===== src/rtl/iterative_divider.sv =====
// rtl/iterative_divider.sv - multi-cycle restoring divider with signed fixup and start/busy/done handshake
module iterative_divider #(
   parameter int WIDTH          = 16,
   parameter int BITS_PER_CYCLE = 1,
   parameter int SIGNED_EN      = 1
) (
   input  logic             clk,
   input  logic             reset_n,
   input  logic             start,
   input  logic             signed_op,
   input  logic [WIDTH-1:0] dividend,
   input  logic [WIDTH-1:0] divisor,
   output logic             busy,
   output logic             done,
   output logic [WIDTH-1:0] quotient,
   output logic [WIDTH-1:0] remainder,
   output logic             div_by_zero
);

   localparam int N  = WIDTH / BITS_PER_CYCLE;
   localparam int CW = (N > 1) ? $clog2(N) : 1;

   typedef enum logic [1:0] {
      S_IDLE,
      S_RUN,
      S_FIX
   } state_t;

   state_t state;
   state_t state_next;

   logic [CW-1:0]    count;
   logic [WIDTH:0]   rem;        // partial remainder, one guard bit for the shifted trial
   logic [WIDTH-1:0] acc;        // dividend bits shift out at the top, quotient bits shift in at the bottom
   logic [WIDTH-1:0] dvs;        // divisor magnitude
   logic [WIDTH-1:0] orig;       // original dividend, returned as remainder on divide-by-zero
   logic             neg_q;
   logic             neg_r;
   logic             zero_dvs;

   logic             last_step;
   logic             eff_signed;
   logic             a_neg;
   logic             b_neg;
   logic [WIDTH-1:0] abs_dividend;
   logic [WIDTH-1:0] abs_divisor;

   logic [WIDTH:0]   trial;
   logic [WIDTH:0]   rem_step;
   logic [WIDTH-1:0] acc_step;
   logic [WIDTH-1:0] q_fix;
   logic [WIDTH-1:0] r_fix;

   assign busy       = (state != S_IDLE);
   assign last_step  = (count == CW'(N - 1));

   // Operand conditioning: magnitudes only when a signed op is requested and supported.
   assign eff_signed   = (SIGNED_EN != 0) && signed_op;
   assign a_neg        = eff_signed && dividend[WIDTH-1];
   assign b_neg        = eff_signed && divisor[WIDTH-1];
   assign abs_dividend = a_neg ? -dividend : dividend;
   assign abs_divisor  = b_neg ? -divisor  : divisor;

   // State register.
   always_ff @(posedge clk) begin
      if (!reset_n) begin
         state <= S_IDLE;
      end else begin
         state <= state_next;
      end
   end

   // Next-state decode: IDLE -> RUN on start, RUN for N cycles, one FIX cycle, back to IDLE.
   always_comb begin
      state_next = state;
      case (state)
         S_IDLE:  if (start) state_next = S_RUN;
         S_RUN:   if (last_step) state_next = S_FIX;
         S_FIX:   state_next = S_IDLE;
         default: state_next = S_IDLE;
      endcase
   end

   // BITS_PER_CYCLE restoring attempt-subtract steps, MSB of the dividend first.
   always_comb begin
      trial    = '0;
      rem_step = rem;
      acc_step = acc;
      for (int i = 0; i < BITS_PER_CYCLE; i++) begin
         trial    = {rem_step[WIDTH-1:0], acc_step[WIDTH-1]};
         acc_step = {acc_step[WIDTH-2:0], 1'b0};
         if (trial >= {1'b0, dvs}) begin
            rem_step    = trial - {1'b0, dvs};
            acc_step[0] = 1'b1;
         end else begin
            rem_step    = trial;
         end
      end
   end

   // Sign fixup and divide-by-zero override of the magnitude result.
   always_comb begin
      q_fix = acc;
      r_fix = rem[WIDTH-1:0];
      if (zero_dvs) begin
         q_fix = '1;
         r_fix = orig;
      end else begin
         if (neg_q) q_fix = -acc;
         if (neg_r) r_fix = -rem[WIDTH-1:0];
      end
   end

   // Datapath: capture operands on accept, iterate in RUN, publish results with a done pulse in FIX.
   always_ff @(posedge clk) begin
      if (!reset_n) begin
         count       <= '0;
         rem         <= '0;
         acc         <= '0;
         dvs         <= '0;
         orig        <= '0;
         neg_q       <= 1'b0;
         neg_r       <= 1'b0;
         zero_dvs    <= 1'b0;
         done        <= 1'b0;
         quotient    <= '0;
         remainder   <= '0;
         div_by_zero <= 1'b0;
      end else begin
         done <= 1'b0;
         case (state)
            S_IDLE: begin
               if (start) begin
                  acc      <= abs_dividend;
                  dvs      <= abs_divisor;
                  orig     <= dividend;
                  neg_q    <= a_neg ^ b_neg;
                  neg_r    <= a_neg;
                  zero_dvs <= (divisor == '0);
                  rem      <= '0;
                  count    <= '0;
               end
            end
            S_RUN: begin
               rem   <= rem_step;
               acc   <= acc_step;
               count <= count + CW'(1);
            end
            S_FIX: begin
               quotient    <= q_fix;
               remainder   <= r_fix;
               div_by_zero <= zero_dvs;
               done        <= 1'b1;
               count       <= '0;
            end
            default: begin
               count <= '0;
            end
         endcase
      end
   end

endmodule


===== config.mk =====
export PLATFORM = sky130hd
export DESIGN_NAME = iterative_divider
export DESIGN_NICKNAME = d
export VERILOG_FILES = /design/src/rtl/iterative_divider.sv
export SDC_FILE = /design/constraint.sdc
export NUM_CORES = 1
export LEC_CHECK = 0
export CORE_MARGIN = 8
export CORE_UTILIZATION = 51
export DETAILED_ROUTE_END_ITERATION = 8
export GPL_TIMING_DRIVEN = 0
export PLACE_DENSITY = 0.76
export SLEW_MARGIN = 20
export SYNTH_ARGS = -nofsm -noshare
export SYNTH_HDL_FRONTEND = slang
export SYNTH_SLANG_ARGS = --single-unit

===== constraint.sdc =====
create_clock -name clk -period 2.3 [get_ports clk]
set_input_delay 0.46 -clock clk [delete_from_list [all_inputs] [get_ports clk]]
set_output_delay 0.46 -clock clk [all_outputs]
set_load 0.1 [all_outputs]

==> impl_metrics.tcl <==
set metrics [dict create \
    status "finished with violations" \
    violations "negative setup slack" \
    power_switching_w 0.002877 \
    synth_edf_count 0 \
    die_h_um 126.9 \
    hold_class "reg2reg" \
    slew_viol_final 0 \
    path_max_fanout 3 \
    wl_met1_um 8215 \
    clock_latency_ps 350 \
    finalCritPeriodShare_pct 105.7 \
    wl_um 18640 \
    overflow 0 \
    design.core.area_mm2 0.01201 \
    drv_cap 0 \
    p_clk_share_pct 20.1 \
    design_area_mm2 0.007744 \
    grt_pass1_wl_um 29070 \
    drt-initial-drc-count 586 \
    seq_area_frac_synth_pct 34.18 \
    synth_area_mm2 0.006267 \
    hold_path_end "remainder[15]$_SDFFE_PN0P_" \
    diodes 0 \
    start_kind "flop" \
    cp-end-kind "flop" \
    clock_path_buffers 2 \
    rsz0062_at_grt "yes" \
    min_path_cells 2 \
    track_usage_pct 22.17 \
    worstReg2RegStart "acc[15]$_SDFFE_PN0P_" \
    antenna_found_initial 0 \
    worst_slack_ps -130.6 \
    cts_tree "done" \
    cts_hold_buffers 0 \
    ios 71 \
    numPortBuffers 69 \
    grt_start_max_net_pins 18 \
    root_buffer "clkbuf_16" \
    syn2layout_area_growth_pct 23.56 \
    cts_max_level 3 \
    synth_ff_type "dfxtp_1" \
    die_x_um 126.9 \
    wl_met3_um 1463 \
    drive_gt1_share_pct 10.22 \
    ff2ff_path_depth 11 \
    required_ps 2560 \
    power_w 0.007426 \
    nFillCells 1046 \
    clk_pin_slew_ps 70 \
    dr.pass1.iters 5 \
    p_leak_nw 3.543 \
    dieArea_mm2 0.01609 \
    ys_warn_count 0 \
    finalHoldViolCount 0 \
    cp.arrival_ps 2690 \
    num_vias 6041 \
    gp_congestion 0.9606 \
    combPwrFrac_pct 49.6 \
    grt_pass1_vias 5784 \
    finalSetupViolations 3 \
    via_per_inst 5.876 \
    cts_buffers 9 \
    min-delay-start "remainder[15]$_SDFFE_PN0P_" \
    whs_ps 447.6 \
    routed-wl-met2_um 8454 \
    fmax_mhz 411.4 \
    dr.max_layer_used "met4" \
    fin_nets 935 \
    swShare_pct 38.73 \
    wire_per_inst_um 18.14 \
    ant_nets 0 \
    syn_inst 788 \
    r2r-end "rem[12]$_SDFFE_PN0P_" \
    max-slew-margin-rel_pct 33.78 \
    syn_area_per_cell_um2 7.953 \
    criticalPathCategory "reg2reg" \
    ys_ff_latch 107 \
    cts.sinks 107 \
    drc 0 \
    dp.final_hpwl_um 14270 \
    initial_utilization_pct 52.18 \
    peakVddDrop_v 0.0005503 \
    synth_fp_nets 846 \
    seq_power_share_pct 30.4 \
    worstMarginPinSlew_ps 991.7 \
    synth_cell_types 61 \
    p_int_w 0.004550 \
    row_count 40 \
    powerDensity_mw_per_mm2 959.0 \
    final.setup_skew_ps 9.322 \
    placed_cell_area_mm2 0.007142 \
    async_flop_share_pct 0 \
    period_minus_slack_ps 2431 \
    rrSetupSlack_ps -130 \
]
==> cell type report <==
type	instances	area, um^2	area share, %
Inverter	30	115.1	1.487
Sequential cell	107	2166	27.97
Timing Repair Buffer	79	825.8	10.66
Clock buffer	11	252.7	3.264
Clock inverter	4	33.78	0.4363
Buffer	45	188.9	2.440
Multi-Input combinational cell	605	3978	51.37
Tap cell	147	183.9	2.375
==> synth_stat cells, types with 17 or more instances <==
| cell | n | area share [%] |
|---|---|---|
| clkbuf_1 | 37 | 2.2 |
| o31ai_1 | 17 | 2.0 |
| mux2i_1 | 19 | 3.0 |
| dfxtp_1 | 107 | 34 |
| nand3_1 | 18 | 1.4 |
| a21boi_0 | 27 | 3.2 |
| xor2_1 | 34 | 4.8 |
| inv_1 | 30 | 1.8 |
| a21oi_1 | 37 | 3.0 |
| nor2_1 | 39 | 2.3 |
| nand2_1 | 132 | 7.9 |
| ha_1 | 21 | 4.2 |
| xnor2_1 | 35 | 4.9 |
| o21ai_0 | 50 | 4.0 |
| o21ai_1 | 31 | 2.5 |
==> worst max path at each step <==
stage | start | to | slack (ps) | depth (start not counted)
after floorplan | acc[15]$_SDFFE_PN0P_ | rem[14]$_SDFFE_PN0P_ | 70 | 11
after global placement | divisor[0] | dvs[14]$_SDFFE_PN0P_ | -310 | 9
after detailed placement | divisor[0] | zero_dvs$_SDFFE_PN0P_ | -400 | 8
after CTS | acc[15]$_SDFFE_PN0P_ | rem[14]$_SDFFE_PN0P_ | -40 | 11
after global routing | acc[15]$_SDFFE_PN0P_ | rem[14]$_SDFFE_PN0P_ | -240 | 11
final | acc[15]$_SDFFE_PN0P_ | rem[12]$_SDFFE_PN0P_ | -130 | 11
==> layout by cell type, fill, tap and decap left out, types with 4 or more instances in the layout <==
| cell | count |
|---|---|
| a21boi_0 | 27 |
| a21o_1 | 5 |
| a21oi_1 | 36 |
| a22oi_1 | 11 |
| and2_1 | 15 |
| buf_4 | 9 |
| clkbuf_1 | 36 |
| clkbuf_16 | 9 |
| clkdlybuf4s50_1 | 33 |
| dfxtp_1 | 92 |
| dfxtp_2 | 13 |
| dlygate4sd2_1 | 9 |
| dlymetal6s2s_1 | 27 |
| ha_1 | 12 |
| ha_2 | 5 |
| ha_4 | 4 |
| inv_1 | 26 |
| mux2i_1 | 18 |
| nand2_1 | 130 |
| nand2b_1 | 12 |
| nand3_1 | 17 |
| nand4_1 | 7 |
| nor2_1 | 37 |
| nor2b_1 | 6 |
| nor3_1 | 11 |
| nor4_2 | 4 |
| o211a_1 | 11 |
| o21ai_0 | 50 |
| o21ai_1 | 31 |
| o31ai_1 | 17 |
| or3_1 | 4 |
| xnor2_1 | 35 |
| xor2_1 | 34 |
==> flip-flops by register name (all words and copies together), names as in the netlist <==
| register | flops |
|---|---|
| acc | 16 |
| dvs | 16 |
| orig | 16 |
| quotient | 16 |
| rem | 16 |
| remainder | 16 |
| count | 4 |
| state | 2 |
| div_by_zero | 1 |
| done | 1 |
| neg_q | 1 |
| neg_r | 1 |
| zero_dvs | 1 |
==> power groups by stage <==
stage | sequential [W] | clock, W | combinational [W]
after floorplan | 0.00219 | 0 | 0.00242
after detailed placement | 0.00227 | 0 | 0.00303
after CTS | 0.00223 | 0.00150 | 0.00333
final | 0.00226 | 0.00149 | 0.00368
after global placement | 0.00226 | 0 | 0.00297
after global routing | 0.00227 | 0.00159 | 0.00397
==> routing by layer <==
layer | track usage (%) | vias up
li1 | - | 2926
met1 | 28.30 | 2828
met2 | 35.45 | 251
met3 | 5.153 | 36
met4 | 8.607 | 0
met5 | 0 | -
==> worst max-delay path, cell delays in order, from the launching register on <==
cell and delay, ps:
dfxtp_2 330, inv_4 70, ha_4 140, inv_2 30
fa_2 370, a211oi_2 350, o21a_1 250, nor2_2 70
nor4_2 320, nor3_2 80, xnor2_1 130, o31ai_1 210
==> timing repair <==
item | in CTS | in global routing
setup buffers | 3 | 6
resized for setup | 22 | 70
pin swaps | 1 | 13
gates cloned | 1 | 0
endpoints found under the setup margin | 26 | 58
==> cells by family after synthesis <==
kind of cell    share of synthesized area (%)
buf+inv                                 4.791
fa+ha+maj                               4.512
flops                                   34.18
mux                                     3.034
compound gates                          23.70
simple gates                            20.14
xor+xnor                                9.643
==> through the flow <==
stage / setup slack [ps] / std cells / TNS (ps) / util [%]
after floorplan: 66.24 / 788 / 0 / -
after global placement: -314.7 / 1004 / -6136 / 59.46
after detailed placement: -399.5 / 1004 / -6461 / 59.46
after CTS: -38.35 / 1023 / -45.05 / 62.39
after global routing: -243.2 / 1028 / -1257 / 64.47
final: -130.6 / 1028 / -275.1 / 64.47
No activity file was read; power rests on OpenSTA's default activity.
==> patch 1: new RTL, config.mk and constraints unchanged <==
Register the inputs `start`, `signed_op`, `dividend` and `divisor` before use, without a reset. The logic sees them one clock later. Comments in the files are not updated.
--- a/src/rtl/iterative_divider.sv
+++ b/src/rtl/iterative_divider.sv
@@ -27,2 +27,14 @@
    } state_t;
+
+   logic start_q;
+   logic signed_op_q;
+   logic [WIDTH-1:0] dividend_q;
+   logic [WIDTH-1:0] divisor_q;
+
+   always_ff @(posedge clk) begin
+      start_q     <= start;
+      signed_op_q <= signed_op;
+      dividend_q  <= dividend;
+      divisor_q   <= divisor;
+   end
 
@@ -57,7 +69,7 @@
    // Operand conditioning: magnitudes only when a signed op is requested and supported.
-   assign eff_signed   = (SIGNED_EN != 0) && signed_op;
-   assign a_neg        = eff_signed && dividend[WIDTH-1];
-   assign b_neg        = eff_signed && divisor[WIDTH-1];
-   assign abs_dividend = a_neg ? -dividend : dividend;
-   assign abs_divisor  = b_neg ? -divisor  : divisor;
+   assign eff_signed   = (SIGNED_EN != 0) && signed_op_q;
+   assign a_neg        = eff_signed && dividend_q[WIDTH-1];
+   assign b_neg        = eff_signed && divisor_q[WIDTH-1];
+   assign abs_dividend = a_neg ? -dividend_q : dividend_q;
+   assign abs_divisor  = b_neg ? -divisor_q : divisor_q;
 
@@ -76,3 +88,3 @@
       case (state)
-         S_IDLE:  if (start) state_next = S_RUN;
+         S_IDLE:  if (start_q) state_next = S_RUN;
          S_RUN:   if (last_step) state_next = S_FIX;
@@ -132,9 +144,9 @@
             S_IDLE: begin
-               if (start) begin
+               if (start_q) begin
                   acc      <= abs_dividend;
                   dvs      <= abs_divisor;
-                  orig     <= dividend;
+                  orig     <= dividend_q;
                   neg_q    <= a_neg ^ b_neg;
                   neg_r    <= a_neg;
-                  zero_dvs <= (divisor == '0);
+                  zero_dvs <= (divisor_q == '0);
                   rem      <= '0;
Behaviour: not the same (Yosys sat finds a counterexample within 4 cycles, from zero or initial values and one cycle with reset_n low).
==> patch 1 against the original RTL <==
The flow still finishes with violations (negative setup slack); hold slack improved by 0.0086 ns; cell area up 17%; worst setup slack better by 0.042 ns; sequential cell count up 34; clock skew hardly changed; non-clock buffer count is 19 higher; power up 10%; area after synthesis grew 12%; routed wire length is 8.5% higher; first-iteration DRC count up 9.2%; sequential share of layout area up 3.4 points; fmax up 1.8%; global-route usage is 0.54 points lower; critical path type unchanged.
==> patch 1: results (changes against the original RTL) <==
Detailed routing
  • DRT Wirelength: 20200 microns (+8.5%)
  • DRT iter0 DRCs: 640 (+9.2%)
  • Via density: 5.78 (-1.7%)

Layout
  • Signal buffers: 143 (+15%)
  • Multi-input gates: 616 (+1.8%)
  • Multi-input combinational area share: 0.451 (-0.0624)
  • Layout cells sized above 1: 0.130 (+0.0281)
  • CLK BUF: 23 (+12)
  • Final Non-Filler Cells: 1147 (+12%)
  • Top cell category: multi-input gates
  • # fillers: 1133 (+8.3%)
  • Count of nets after finishing: 1012 (+8.2%)
  • Clock network area share: 0.0699 (+0.0329)
  • Non-clk buf share: 0.125 (-0.00556)
  • Inverters: 35 (+17%)
  • Core Util, Final: 0.665 (+0.0208)
  • Sequential cell area: 2850 sq um (+32%)
  • Number of sequential cells: 141 (+32%)

Synth
  • Mux share of post-synthesis cell area: 0.0170 (-0.0133)
  • Post-Synth Adder-Cell Area: 0.0401 (-0.00499)
  • Synth top cells by count: 141 x dfxtp_1, 112 x nand2_1, 69 x o21ai_0
  • Post-Syn Area per Cell: 8.33 sq um (+4.7%)
  • Main area contributors after synthesis: dfxtp_1 40%, nand2_1 6.0%, o21ai_0 4.9%
  • Cells after Synth: 846 (+7.4%)
  • Compound-Gate Fraction of Synth Area: 0.222 (-0.0150)
  • Post-synthesis sequential area ratio: 0.401 (+0.0588)
  • Xor/xnor cell area share of the yosys netlist: 0.0746 (-0.0219)

STA
  • Final setup violating endpoints: 14 (+11)
  • Setup TNS: -0.415 ns (-0.140 ns)
  • WHS: 0.456 ns (+0.00857 ns)
  • Slew @ Worst Pin: 0.982 ns (-0.00945 ns)
  • Clk_skew: 0.00897 ns (-0.000355 ns)
  • PnR worst setup slack: -0.0885 ns (+0.0421 ns)

Worst setup path
  • Slowest cell delay on critical path: 0.54 ns (+0.17 ns)
  • Top Family by Delay on Critical Path: simple AND/OR/NAND/NOR gates
  • Worst path slowest cell: or4_4
  • Critical R2R Launch: rem[7]
  • Critical R2R Capture: remainder[15]
  • Reg2reg path depth: 7 (-4)

Place
  • Port Buffers: 70 (+1.4%)
  • DP HPWL: 13900 microns (-2.3%)
  • Post-Place Setup Slack: -0.483 ns (-0.0833 ns)
  • GP Congestion: 0.897 (-6.6%)

Global route
  • Gr usage total: 0.216 (-0.00540)
  • Pin count of the biggest net entering global routing: 17 (-1)
  • Vias in the first global route: 6053 (+4.7%)
  • Global-route wire length before repair: 31300 microns (+7.6%)

Clock tree
  • Total CTS buffers: 17 (+8)
  • Worst skew pair latency: 0.43 ns (+0.08 ns)

Worst hold path
  • Worst hold endpoint: remainder[5]
  • Worst Hold Launch: remainder[5]

Power and ir drop
  • Comb pwr share: 0.303 (-0.193)
  • Peak VDD IR: 0.548 mV (-0.39%)
  • Comb. pwr: 2490 uW (-32%)
  • Lkg Pwr: 0.00376 uW (+6.2%)
  • Switching share of total power: 0.304 (-0.0838)

Outcome
  • Outcome: finished with violations
  • Failing checks: negative setup slack
-- patch 1: cells by family after synthesis --
group                    after synthesis
AND/OR/NAND/NOR                      284
XOR/XNOR                              60
AO/OA/AOI/OAI                        238
adder cells (fa/ha/maj)               22
buffers and inverters                 89
flip-flops                           141
multiplexers                          12
-- patch 1: worst max path at each step --
stage                 from            end  depth (start not counted)
floorplan           rem[5]         rem[0]                          9
CTS                 rem[6]  remainder[15]                          7
global route        rem[7]  remainder[15]                          7
finish              rem[7]  remainder[15]                          7
detailed placement  rem[5]         rem[7]                          9
global placement    rem[5]         rem[7]                          9
-- patch 1: timing repair --
item | 4_1_cts | 5_1_grt
gates cloned | 1 | 1
resized for setup | 97 | 36
pin swaps | 23 | 25
setup buffers | 16 | 9
setup endpoints to repair | 57 | 24
-- patch 1: routing by layer --
metal	GRT usage	vias up	wire, microns
met5	0	-	0
met4	0.0792	0	452
met3	0.0531	41	1770
met2	0.325	335	9110
met1	0.293	3058	8880
li1	-	3192	-
==> patch 2: new RTL, same settings <==
Made on the original files. The parameter `WIDTH` goes from 16 to 32.
--- a/src/rtl/iterative_divider.sv
+++ b/src/rtl/iterative_divider.sv
@@ -2,3 +2,3 @@
 module iterative_divider #(
-   parameter int WIDTH          = 16,
+   parameter int WIDTH          = 32,
    parameter int BITS_PER_CYCLE = 1,
Interface: changed (resized dividend, divisor, quotient and remainder); port bits go from 71 to 135. No check against the original RTL was run, so the function may have changed too.
==> patch 2 against the original RTL <==
Area after synthesis up 99%; sequential power up 71%; via count up 120%; die area up 85%; power up 38%; worst setup slack worse by 0.35 ns; routed wire length up 130%; cell area up 120%; combinational power down 18%; critical endpoint is now rem[26]; highest routed layer unchanged; sequential share of layout area down 3.3 points; sequential cell count up 97; the flow still finishes with violations (negative setup slack); first-iteration DRC count up 110%; count of clock-buffer cells in the layout up 20.
==> patch 2: results (changes against the original RTL) <==
Global route
  • Pin count of the biggest net entering global routing: 13 (-5)
  • Initial antenna violation count: 1 (+1)
  • Global-route wire length before repair: 65400 microns (+130%)
  • Vias in the first global route: 12299 (+110%)
  • Gr usage total: 0.275 (+0.0530)

Worst setup path
  • Critical R2R Capture: rem[26]
  • CP Class: reg -> reg
  • Reg2reg path depth: 12 (+1)
  • Crit path DAT: 3.18 ns (+0.49 ns)
  • Critical R2R Launch: acc[31]

Synth
  • Post-synthesis sequential area ratio: 0.327 (-0.0144)
  • Post-Syn Nets: 1699 (+100%)
  • Distinct cell type count after synthesis: 79 (+30%)
  • Synth top cells by count: 261 x nand2_1, 204 x dfxtp_1, 164 x o21ai_0
  • Main area contributors after synthesis: dfxtp_1 33%, nand2_1 7.9%, o21ai_0 6.6%
  • Cells after Synth: 1592 (+100%)

Place
  • GP Congestion: 0.937 (-2.5%)
  • DP Area: 14600 sq um (+100%)
  • DP HPWL: 31100 microns (+120%)
  • Post-Place Setup Slack: -1.23 ns (-0.826 ns)
  • Port Buffers: 134 (+94%)

Layout
  • Count of nets after finishing: 1937 (+110%)
  • Layout cells sized above 1: 0.201 (+0.0991)
  • # fillers: 1935 (+85%)
  • Final Non-Filler Cells: 2168 (+110%)

Clock tree
  • Postcts setup bufs: 61 (+58)
  • CTS resizes: 320 (+1400%)
  • CTS root buffer: clkbuf_16
  • Worst skew pair latency: 0.52 ns (+0.17 ns)
  • Max Root-Sink Buffers: 3 (+1)
  • H-tree depth: 1 (-2)
  • Total CTS buffers: 23 (+14)

STA
  • Clk_skew: 0.0134 ns (+0.00409 ns)
  • Final setup violating endpoints: 57 (+54)
  • Setup TNS: -16.63 ns (-16.35 ns)
  • PnR worst setup slack: -0.476 ns (-0.345 ns)
  • Slew @ Worst Pin: 1.04 ns (+0.0452 ns)

Floorplanning
  • Core box area: 24200 sq um (+100%)

Detailed routing
  • DRT iter0 DRCs: 1248 (+110%)
  • DRT Wirelength: 43800 microns (+130%)
  • Vias: 12994 (+120%)
  • Initial DRT Pass Iterations: 6 (+1)

Outcome
  • Failing checks: negative setup slack
  • Outcome: finished with violations

Worst hold path
  • Worst hold endpoint: dvs[0]
  • Worst Hold Launch: divisor[0]
  • Worst Hold Class: in -> reg

Power and ir drop
  • Peak VDD IR: 0.426 mV (-23%)
  • Lkg Pwr: 0.00701 uW (+98%)
-- patch 2: worst max-delay path: stages, from the launching register on --
cell and delay (ns):
dfxtp_2 0.33, inv_4 0.09, ha_4 0.14, inv_2 0.04, fa_2 0.35, a21o_1 0.21, a221oi_4 0.29, o21ai_2 0.11
a21o_4 0.25, a21oi_4 0.22, nor2_1 0.07, mux2_4 0.27, a221o_1 0.28
-- patch 2: area by class of cell --
type,instances,area (sq um),share of cell area
Antenna cell,1,2.50,0.000148
Buffer,100,502,0.0296
Clock buffer,31,626,0.0369
Clock inverter,7,41.3,0.00244
Inverter,57,219,0.0129
Multi-Input combinational cell,1226,9030,0.533
Sequential cell,204,4170,0.246
Tap cell,324,405,0.0239
Timing Repair Buffer,218,1940,0.115
-- patch 2: cells by family after synthesis --
family / synth area share
AND/OR/NAND/NOR: 0.203
AO/OA/AOI/OAI: 0.259
flip-flops: 0.327
buffers and inverters: 0.0542
XOR/XNOR: 0.0976
adder cells (fa/ha/maj): 0.0397
multiplexers: 0.0195
-- patch 2: power breakdown --
part | internal [uW] | total (uW) | switching, uW
logic | 1360 | 3030 | 1670
registers | 3680 | 3860 | 177
clock network | 1900 | 3390 | 1490
-- patch 2: routing by layer --
layer,share of wire,vias to the layer above,global-route usage
met5,0,-,0
met4,0.050,0,0.129
met3,0.063,130,0.0329
met2,0.48,528,0.472
met1,0.41,6227,0.337
li1,-,6109,-
-- patch 2: worst max path at each step --
stage                          to        from
after CTS                 rem[26]     acc[31]
final                     rem[26]     acc[31]
after global placement    dvs[30]  divisor[0]
after global routing       rem[6]     rem[17]
after floorplan           dvs[30]  divisor[4]
after detailed placement  dvs[30]  divisor[0]
